[config.mk]
export PLATFORM = sky130hd
export DESIGN_NAME = cordic_vectoring
export DESIGN_NICKNAME = d
export VERILOG_FILES = /design/src/rtl/cordic_pkg.sv /design/src/rtl/adder_sel.sv /design/src/rtl/cordic_vectoring.sv
export SDC_FILE = /design/constraint.sdc
export NUM_CORES = 1
export LEC_CHECK = 0
export BUFFER_PORTS_ARGS = -buffer_cell sky130_fd_sc_hd__buf_2
export CAP_MARGIN = 10
export CORE_MARGIN = 1.5
export CORE_UTILIZATION = 35
export DETAILED_ROUTE_END_ITERATION = 10
export HOLD_SLACK_MARGIN = 0.08
export PLACE_DENSITY = 0.5
export SYNTH_ARGS = -nofsm -noshare
export SYNTH_HDL_FRONTEND = slang
export SYNTH_SLANG_ARGS = --single-unit
[constraint.sdc]
create_clock -name clk_i -period 7.6 [get_ports clk_i]
set_input_delay 0 -clock clk_i [delete_from_list [all_inputs] [get_ports clk_i]]
set_output_delay 0 -clock clk_i [all_outputs]
set_load 0.05 [all_outputs]
[src/rtl/cordic_pkg.sv]
// Shared constants and types for the CORDIC vectoring engine.
// Angles use the binary convention where pi maps to 2^(Width-1).
// The master tables are held at 32-bit precision and rounded down
// to the instance width by the helper functions below.
package cordic_pkg;

    // Control states of the vectoring engine.
    typedef enum logic [2:0] {
        ST_IDLE = 3'd0,
        ST_PRE  = 3'd1,
        ST_ITER = 3'd2,
        ST_GAIN = 3'd3,
        ST_DONE = 3'd4
    } cordic_state_t;

    // atan(2^-i) as a binary angle with pi = 2^31, for i = 0..31.
    localparam logic [31:0] ATAN_TABLE_32 [32] = '{
        32'd536870912, 32'd316933406, 32'd167458907, 32'd85004756,
        32'd42667331,  32'd21354465,  32'd10679838,  32'd5340245,
        32'd2670163,   32'd1335087,   32'd667544,    32'd333772,
        32'd166886,    32'd83443,     32'd41722,     32'd20861,
        32'd10430,     32'd5215,      32'd2608,      32'd1304,
        32'd652,       32'd326,       32'd163,       32'd81,
        32'd41,        32'd20,        32'd10,        32'd5,
        32'd3,         32'd1,         32'd1,         32'd0
    };

    // Inverse CORDIC gain 0.6072529350 scaled by 2^31.
    localparam logic [31:0] CORDIC_K_32 = 32'd1304065748;

    // Rescale a 2^31-based constant to a 2^(width-1) base, rounding to nearest.
    function automatic logic [31:0] scale_const(input logic [31:0] v, input int width);
        logic [32:0] acc;
        if (width >= 32) begin
            return v;
        end
        acc = {1'b0, v} + (33'd1 << (31 - width));
        return 32'(acc >> (32 - width));
    endfunction

    // Binary-angle atan(2^-i) at the requested angle width.
    function automatic logic [31:0] atan_const(input int i, input int width);
        return scale_const(ATAN_TABLE_32[i[4:0]], width);
    endfunction

    // CORDIC_K in Q1.(width-1).
    function automatic logic [31:0] cordic_k(input int width);
        return scale_const(CORDIC_K_32, width);
    endfunction

endpackage

[src/rtl/adder_sel.sv]
// Shared add-or-subtract cell: d=1 adds b to a, d=0 subtracts b from a.
module adder_sel #(
    parameter int Width = 8
) (
    input  logic [Width-1:0] a,
    input  logic [Width-1:0] b,
    input  logic             d,
    output logic [Width-1:0] s
);

    // Select between sum and difference.
    always_comb begin
        s = d ? (a + b) : (a - b);
    end

endmodule

[src/rtl/cordic_vectoring.sv]
// Iterative CORDIC in vectoring mode: converts (x, y) into magnitude and
// binary angle, one micro-rotation per clock, with a valid/ready handshake
// on both sides.
// Optional feature macro: CORDIC_GAIN_COMP_EN adds a GAIN state that scales
// the magnitude by CORDIC_K so mag_o is the true vector length.
module cordic_vectoring
    import cordic_pkg::*;
#(
    parameter int Width      = 16,
    parameter int Iterations = 14
) (
    input  logic                    clk_i,
    input  logic                    rst_i,
    input  logic                    valid_i,
    output logic                    ready_o,
    input  logic signed [Width-1:0] x_i,
    input  logic signed [Width-1:0] y_i,
    output logic                    valid_o,
    input  logic                    ready_i,
    output logic signed [Width+1:0] mag_o,
    output logic signed [Width-1:0] angle_o
);

    // Two guard bits: one for negating -2^(Width-1), one for CORDIC growth.
    localparam int DW     = Width + 2;
    localparam int ITER_W = $clog2(Width);
    localparam logic [Width-1:0] Z_QUARTER = Width'(1) << (Width - 2);
    localparam logic [ITER_W-1:0] ITER_LAST = ITER_W'(Iterations - 1);

    cordic_state_t state_reg, state_next;

    logic signed [DW-1:0]    x_reg, y_reg;
    logic [Width-1:0]        z_reg;
    logic [ITER_W-1:0]       iter_reg;
    logic                    zero_reg;
    logic [DW-1:0]           mag_reg;
    logic [Width-1:0]        angle_reg;

    logic                    dir_neg;
    logic                    last_iter;
    logic signed [DW-1:0]    x_sh, y_sh;
    logic [Width-1:0]        z_next;

    logic [Width-1:0]        atan_rom [Width];
    logic [DW-1:0]           lane_a   [2];
    logic [DW-1:0]           lane_b   [2];
    logic                    lane_add [2];
    logic [DW-1:0]           lane_sum [2];

    genvar gi;

    // Arctangent constants for every possible step index.
    generate
        for (gi = 0; gi < Width; gi++) begin : g_atan
            assign atan_rom[gi] = Width'(atan_const(gi, Width));
        end
    endgenerate

    assign dir_neg   = y_reg[DW-1];
    assign last_iter = (iter_reg == ITER_LAST);
    assign x_sh      = x_reg >>> iter_reg;
    assign y_sh      = y_reg >>> iter_reg;

    // Lane 0 updates x, lane 1 updates y; rotation direction follows sign of y.
    always_comb begin
        lane_a[0]   = x_reg;
        lane_b[0]   = y_sh;
        lane_add[0] = ~dir_neg;
        lane_a[1]   = y_reg;
        lane_b[1]   = x_sh;
        lane_add[1] = dir_neg;
    end

    generate
        for (gi = 0; gi < 2; gi++) begin : g_lane
            adder_sel #(
                .Width (DW)
            ) u_adder (
                .a (lane_a[gi]),
                .b (lane_b[gi]),
                .d (lane_add[gi]),
                .s (lane_sum[gi])
            );
        end
    endgenerate

    // Angle accumulator step; wraps modulo 2^Width by construction.
    always_comb begin
        z_next = dir_neg ? (z_reg - atan_rom[iter_reg]) : (z_reg + atan_rom[iter_reg]);
    end

`ifdef CORDIC_GAIN_COMP_EN
    localparam int PW = 2 * Width + 3;
    localparam logic [Width-1:0] K_W = Width'(cordic_k(Width));

    logic signed [PW-1:0] gain_x_ext, gain_k_ext, gain_prod, gain_round;
    logic [DW-1:0]        gain_mag;
    logic                 unused_gain;

    // x * K in Q1.(Width-1), rounded to nearest integer magnitude.
    assign gain_x_ext  = PW'(x_reg);
    assign gain_k_ext  = PW'(K_W);
    assign gain_prod   = gain_x_ext * gain_k_ext;
    assign gain_round  = gain_prod + (PW'(1) <<< (Width - 2));
    assign gain_mag    = gain_round[Width-1 +: DW];
    assign unused_gain = ^{gain_round[Width-2:0], gain_round[PW-1:Width-1+DW]};
`endif

    // State register.
    always_ff @(posedge clk_i) begin
        if (rst_i) begin
            state_reg <= ST_IDLE;
        end else begin
            state_reg <= state_next;
        end
    end

    // Next-state and handshake outputs.
    always_comb begin
        state_next = state_reg;
        ready_o    = 1'b0;
        valid_o    = 1'b0;
        unique case (state_reg)
            ST_IDLE: begin
                ready_o = 1'b1;
                if (valid_i) begin
                    state_next = ST_PRE;
                end
            end
            ST_PRE: begin
                state_next = ST_ITER;
            end
            ST_ITER: begin
                if (last_iter) begin
`ifdef CORDIC_GAIN_COMP_EN
                    state_next = ST_GAIN;
`else
                    state_next = ST_DONE;
`endif
                end
            end
`ifdef CORDIC_GAIN_COMP_EN
            ST_GAIN: begin
                state_next = ST_DONE;
            end
`endif
            ST_DONE: begin
                valid_o = 1'b1;
                if (ready_i) begin
                    state_next = ST_IDLE;
                end
            end
            default: begin
                state_next = ST_IDLE;
            end
        endcase
    end

    // Datapath: capture, quadrant fold, micro-rotations, result latch.
    always_ff @(posedge clk_i) begin
        if (rst_i) begin
            x_reg     <= '0;
            y_reg     <= '0;
            z_reg     <= '0;
            iter_reg  <= '0;
            zero_reg  <= 1'b0;
            mag_reg   <= '0;
            angle_reg <= '0;
        end else begin
            case (state_reg)
                ST_IDLE: begin
                    if (valid_i) begin
                        x_reg    <= DW'(x_i);
                        y_reg    <= DW'(y_i);
                        z_reg    <= '0;
                        zero_reg <= (x_i == '0) && (y_i == '0);
                    end
                end
                ST_PRE: begin
                    iter_reg <= '0;
                    if (x_reg[DW-1] && !y_reg[DW-1]) begin
                        x_reg <= y_reg;
                        y_reg <= -x_reg;
                        z_reg <= Z_QUARTER;
                    end else if (x_reg[DW-1]) begin
                        x_reg <= -y_reg;
                        y_reg <= x_reg;
                        z_reg <= -Z_QUARTER;
                    end
                end
                ST_ITER: begin
                    x_reg    <= lane_sum[0];
                    y_reg    <= lane_sum[1];
                    z_reg    <= z_next;
                    iter_reg <= iter_reg + 1'b1;
`ifndef CORDIC_GAIN_COMP_EN
                    // The zero vector never rotates, so its angle is forced to 0.
                    if (last_iter) begin
                        mag_reg   <= lane_sum[0];
                        angle_reg <= zero_reg ? '0 : z_next;
                    end
`endif
                end
`ifdef CORDIC_GAIN_COMP_EN
                ST_GAIN: begin
                    mag_reg   <= gain_mag;
                    angle_reg <= zero_reg ? '0 : z_reg;
                end
`endif
                default: begin
                end
            endcase
        end
    end

    assign mag_o   = mag_reg;
    assign angle_o = angle_reg;

endmodule

==> results of run 1 <==
[final cells by class]
type	count	share of cell area
Multi-Input combinational cell	1092	0.6902
Sequential cell	94	0.1716
Timing Repair Buffer	101	0.05575
Tap cell	384	0.04369
Clock buffer	10	0.02173
Inverter	31	0.01058
Clock inverter	6	0.006258
Antenna cell	1	0.0002276
[cell usage after synthesis (15+ instances only)]
| cell type | number | area [um2] |
|---|---|---|
| a211oi_1 | 18 | 135.1 |
| o21a_1 | 16 | 120.1 |
| clkbuf_1 | 72 | 270.3 |
| mux2i_1 | 19 | 190.2 |
| nor2_1 | 153 | 574.3 |
| nor2b_1 | 22 | 137.6 |
| o21ai_0 | 93 | 465.5 |
| xor2_1 | 42 | 367.9 |
| nor3_1 | 40 | 200.2 |
| nand2_1 | 117 | 439.2 |
| dfxtp_1 | 94 | 1882 |
| nor4_1 | 16 | 100.1 |
| a21o_1 | 16 | 120.1 |
| xnor2_1 | 56 | 490.5 |
| inv_1 | 29 | 108.9 |
| ha_1 | 60 | 750.7 |
| mux2_2 | 24 | 270.3 |
| nand2b_1 | 15 | 93.84 |
| a21oi_1 | 125 | 625.6 |
| mux4_2 | 27 | 608.1 |
| a22oi_1 | 28 | 210.2 |
[cells by family after synthesis]
group           after synthesis  share of synthesized area
compound gates              417                     0.2678
xor+xnor                     98                    0.08498
fa+ha+maj                    63                    0.08028
buf+inv                     139                    0.06306
flops                        94                     0.1863
mux                          72                     0.1099
simple gates                442                     0.2076
[per-stage QoR]
step	util	total power [W]	setup WS, ns	std cells
3_5_place_dp	0.3701	0.002071	2.147	1690
2_1_floorplan	-	0.001711	3.121	1325
3_3_place_gp	0.3701	0.002069	2.214	1690
5_1_grt	0.3851	0.002783	1.666	1718
4_1_cts	0.3851	0.002586	2.111	1718
6_report	0.3852	0.002588	2.104	1719
[final timing paths]
| kind | from | end | slack (ns) | cells past startpoint |
|---|---|---|---|---|
| setup reg to reg | iter_reg[1] | x_reg[17] | 2.10 | 18 |
| hold reg to reg | mag_o[15] | mag_o[15] | 0.45 | 2 |
| setup / recovery | iter_reg[1] | x_reg[17] | 2.10 | 18 |
| hold / removal | y_i[13] | y_reg[13] | 0.09 | 4 |
[tightest hold or removal path, stage by stage]
cell	delay, ns
buf_2	0.09
a221o_1	0.15
a21oi_1	0.04
nor3_1	0.14
[power by group through the flow]
stage	clock network, W	registers (W)	logic [W]
floorplan	0	0.000565	0.00115
global placement	0	0.000650	0.00142
detailed placement	0	0.000649	0.00142
CTS	0.000514	0.000638	0.00143
global route	0.000536	0.000647	0.00160
finish	0.000503	0.000644	0.00144
[layer usage]
| metal | wire (um) | track usage | up-vias |
|---|---|---|---|
| li1 | - | - | 4857 |
| met1 | 16300 | 0.3249 | 4821 |
| met2 | 15680 | 0.3649 | 330 |
| met3 | 2513 | 0.04749 | 41 |
| met4 | 578 | 0.06341 | 0 |
| met5 | 0 | 0.01282 | - |
==> flow_summary.yaml, run 1 <==
clocking:
  cts_resized: 0
  cts_tree: "done"
  clock_path_buffers: 2
  cts_hold_buf: 12
  cts_setup_buffers: 0
  cts_root_buffer: "clkbuf_16"
  clock_latency_ns: 0.38
  htreeDepth: 3
  clock-sinks: 94
  clk_pin_slew_ns: 0.08
  cts_made_buffers: 9
yosys:
  synth_edf_count: 0
  synth_area_um2: 10100
  synthCells: 1325
  ys_seq_area_frac: 0.1863
  yosys_warnings: 0
  avgSynthCellArea_um2: 7.622
  ys_ff_latch: 94
  synthDistinctLibCells: 84
  dominantRegCellSynth: "dfxtp_1"
  postSynth.asyncResetShare: 0
  synth_nets: 1424
timing:
  finalSetupViolCount: 0
  finalCritPeriodShare: 0.7231
  rsz0062_at_grt: "no"
  tightest_slew_ns: 1.209
  fmax_ghz: 0.1820
  skew_ns: 0.01257
  finalMaxSlewViolations: 0
  post-route-min-period_ns: 5.496
  setup_tns_ns: 0
  whs_ns: 0.09002
  relSlewSlack: 0.1913
  hold_viol: 0
pwr:
  power.share.clock: 0.195
  vdd_drop_max_mv: 0.1451
  leakagePower_nw: 4.303
  internal_power_w: 0.001393
  p_sw_w: 0.001195
  seq_power_share: 0.249
  swShare: 0.4618
  power_frac_comb: 0.557
  powerDensity_nw_per_um2: 235.3
floorplan:
  core_um2: 28550
  row_count: 62
  die_x_um: 172.9
  die_h_um: 172.9
  pin_count: 72
  dieArea_um2: 29880
  start_util: 0.3538
global_route:
  grt_pass1_vias: 9325
  grt_overflow: 0
  antenna_found_initial: 0
  gr-usage-all-layers: 0.2335
  grt_max_degree: 59
  grt_pass1_wl_um: 54700
finish:
  fin_area_um2: 11000
  finish.net_count: 1428
  final_common_cell: "nor2_1"
  final_cell_mix: "152 x nor2_1, 124 x a21oi_1, 117 x nand2_1"
  area_delta_synth_final_pct: 8.883
  multiInputGateArea_um2: 7590
  fillCellCount: 3087
  seqCellArea_um2: 1887
  final_layout_size_suffix_gt1_frac: 0.1387
setup_path:
  path_class: "flop to flop"
  crit_family: "simple AND/OR/NAND/NOR gates"
  end_kind: "flop"
  worst_ep_required_time_ns: 7.82
  path_cells: "buf_4 > mux4_2 > mux2_2 > mux2i_1 > ha_1 > nand4_1 > or4_4 > nor3b_2 > nor3b_1 > o21ai_0 > o311ai_1 > ha_1 > and3_1 > and3_1 > a21oi_1 > o21ai_0 > xnor2_1 > o32ai_1"
  cp_num_buf_inv: 1
  start_kind: "flop"
  cp.arrival_ns: 5.71
  cp_max_fo: 40
  max_stage_delay_ns: 0.59
  slowest_stage: "mux4_2"
run_status:
  run_status: "finished clean"
placed_design:
  dpl_cell_area_um2: 10570
  place.gp.congestion: 0.8721
  hpwl_um: 25740
  portBuffers: 71
drt:
  first_pass_iters: 5
  num_vias: 10049
  wl_per_cell_um: 20.40
  drt_iter0_drc: 956
  ant_nets: 0
  drc: 0
  wirelength_um: 35070
  viasPerCell: 5.846
run:
  cap_violations: 0
worst_hold_path:
  hp-class: "primary input to flop"
No activity file was read; power rests on OpenSTA's default activity.
==> run 2, diff against run 1 <==
- clock period: 7.6 -> 5.4 ns (I/O delays scaled with it)
==> flow_summary.yaml, run 2 (synthesized netlist as in run 1, its figures left out) <==
timing:
  tightest_slew_ns: 1.289
  rsz0062_at_grt: "no"
  hold_viol: 0
  post-route-min-period_ns: 4.988
  fmax_ghz: 0.2005
  setup_tns_ns: 0
  finalSetupViolCount: 0
  finalCritPeriodShare: 0.9237
  whs_ns: 0.08592
  skew_ns: 0.01288
  finalMaxSlewViolations: 0
  relSlewSlack: 0.1365
pwr:
  power.share.clock: 0.190
  power_frac_comb: 0.576
  leakagePower_nw: 4.496
  p_sw_w: 0.001729
  internal_power_w: 0.001992
  powerDensity_nw_per_um2: 329.6
  swShare: 0.4647
  seq_power_share: 0.234
  vdd_drop_max_mv: 0.1806
floorplan:
  row_count: 62
  pin_count: 72
  core_um2: 28550
  dieArea_um2: 29880
  start_util: 0.3538
  die_h_um: 172.9
  die_x_um: 172.9
finish:
  final_common_cell: "nor2_1"
  area_delta_synth_final_pct: 11.79
  final_cell_mix: "152 x nor2_1, 124 x a21oi_1, 117 x nand2_1"
  fillCellCount: 3043
  finish.net_count: 1465
  final_layout_size_suffix_gt1_frac: 0.1605
  antenna_cells: 0
drt:
  ant_nets: 0
  wirelength_um: 37000
  drt_iter0_drc: 1042
  drc: 0
  num_vias: 10369
  wl_per_cell_um: 21.08
  first_pass_iters: 7
  viasPerCell: 5.908
worst_hold_path:
  hp-class: "primary input to flop"
placed_design:
  portBuffers: 71
  hpwl_um: 27930
  place.gp.congestion: 0.9246
setup_path:
  worst_ep_required_time_ns: 5.70
  cp_max_fo: 27
  cp.arrival_ns: 5.28
  end_kind: "flop"
  start_kind: "flop"
  path_class: "flop to flop"
global_route:
  grt_pass1_vias: 9675
  grt_pass1_wl_um: 57540
  grt_overflow: 0
  antenna_found_initial: 0
  grt_max_degree: 59
  gr-usage-all-layers: 0.2461
clocking:
  clk_pin_slew_ns: 0.08
  htreeDepth: 3
  clock_latency_ns: 0.38
  clock-sinks: 94
  cts_root_buffer: "clkbuf_16"
  cts_tree: "done"
  cts_made_buffers: 9
  cts_setup_buffers: 0
  clock_path_buffers: 2
run:
  cap_violations: 0
run_status:
  run_status: "finished clean"
## run 2: critical path: stages, from the launching register on
cell      delay [ns]
dfxtp_4         0.59
buf_4           0.23
mux2_2          0.35
mux4_2          0.44
mux2_2          0.29
inv_2           0.07
ha_1            0.17
a21boi_0        0.36
and3_1          0.25
a21oi_1         0.08
xor2_1          0.16
ha_1            0.24
a21o_1          0.19
a21o_1          0.16
a21o_1          0.18
a21o_1          0.22
a211oi_1        0.22
o21ba_2         0.17
xnor2_1         0.16
nand2_1         0.09
a311oi_1        0.26
## run 2: worst paths after layout
kind / startpoint / end / slack, ns / depth (start not counted)
setup / recovery: iter_reg[1] / y_reg[15] / 0.41 / 20
hold / removal: y_i[5] / y_reg[5] / 0.09 / 4
setup reg to reg: iter_reg[1] / y_reg[15] / 0.41 / 20
hold reg to reg: mag_o[6] / mag_o[6] / 0.45 / 2
## run 2: power by group through the flow
stage | sequential (W) | combinational (W) | clock (W)
global route | 0.000873 | 0.00236 | 0.000757
finish | 0.000869 | 0.00214 | 0.000707
detailed placement | 0.000879 | 0.00210 | 0
global placement | 0.000882 | 0.00210 | 0
CTS | 0.000863 | 0.00212 | 0.000730
floorplan | 0.000796 | 0.00161 | 0
## run 2: what timing repair did
item                                    in CTS  in global routing
hold endpoints to repair                    38                  0
gates resized for setup                      0                  3
hold buffers                                15                  0
endpoints found under the setup margin       0                 18
## run 2: routing by layer
| layer | vias up | track usage | wire, um |
|---|---|---|---|
| met2 | 412 | 0.3742 | 16080 |
| met3 | 52 | 0.04749 | 3108 |
| met4 | 0 | 0.06377 | 709 |
| met1 | 4963 | 0.3548 | 17100 |
| li1 | 4942 | - | - |
| met5 | - | 0 | 0 |
## run 2: cell type report
type                            count  area [um2]  share of cell area
Multi-Input combinational cell   1092        7596              0.6728
Clock inverter                      6       68.82            0.006095
Tap cell                          384       480.5             0.04255
Clock buffer                       10       239.0             0.02117
Timing Repair Buffer              138       898.4             0.07957
Sequential cell                    94        1892              0.1676
Inverter                           31       116.4             0.01031
## run 2: per-stage QoR
stage / cells / setup slack [ns] / total power (W) / cell area [um2] / utilization
6_report: 1755 / 0.4123 / 0.003721 / 11290 / 0.3955
5_1_grt: 1755 / 0.04317 / 0.003985 / 11290 / 0.3955
4_1_cts: 1755 / 0.1340 / 0.003711 / 11280 / 0.3951
3_5_place_dp: 1724 / 0.1724 / 0.002976 / 10820 / 0.3791
3_3_place_gp: 1724 / 0.2072 / 0.002981 / 10820 / 0.3791
2_1_floorplan: 1325 / 0.9211 / 0.002408 / 10100 / -
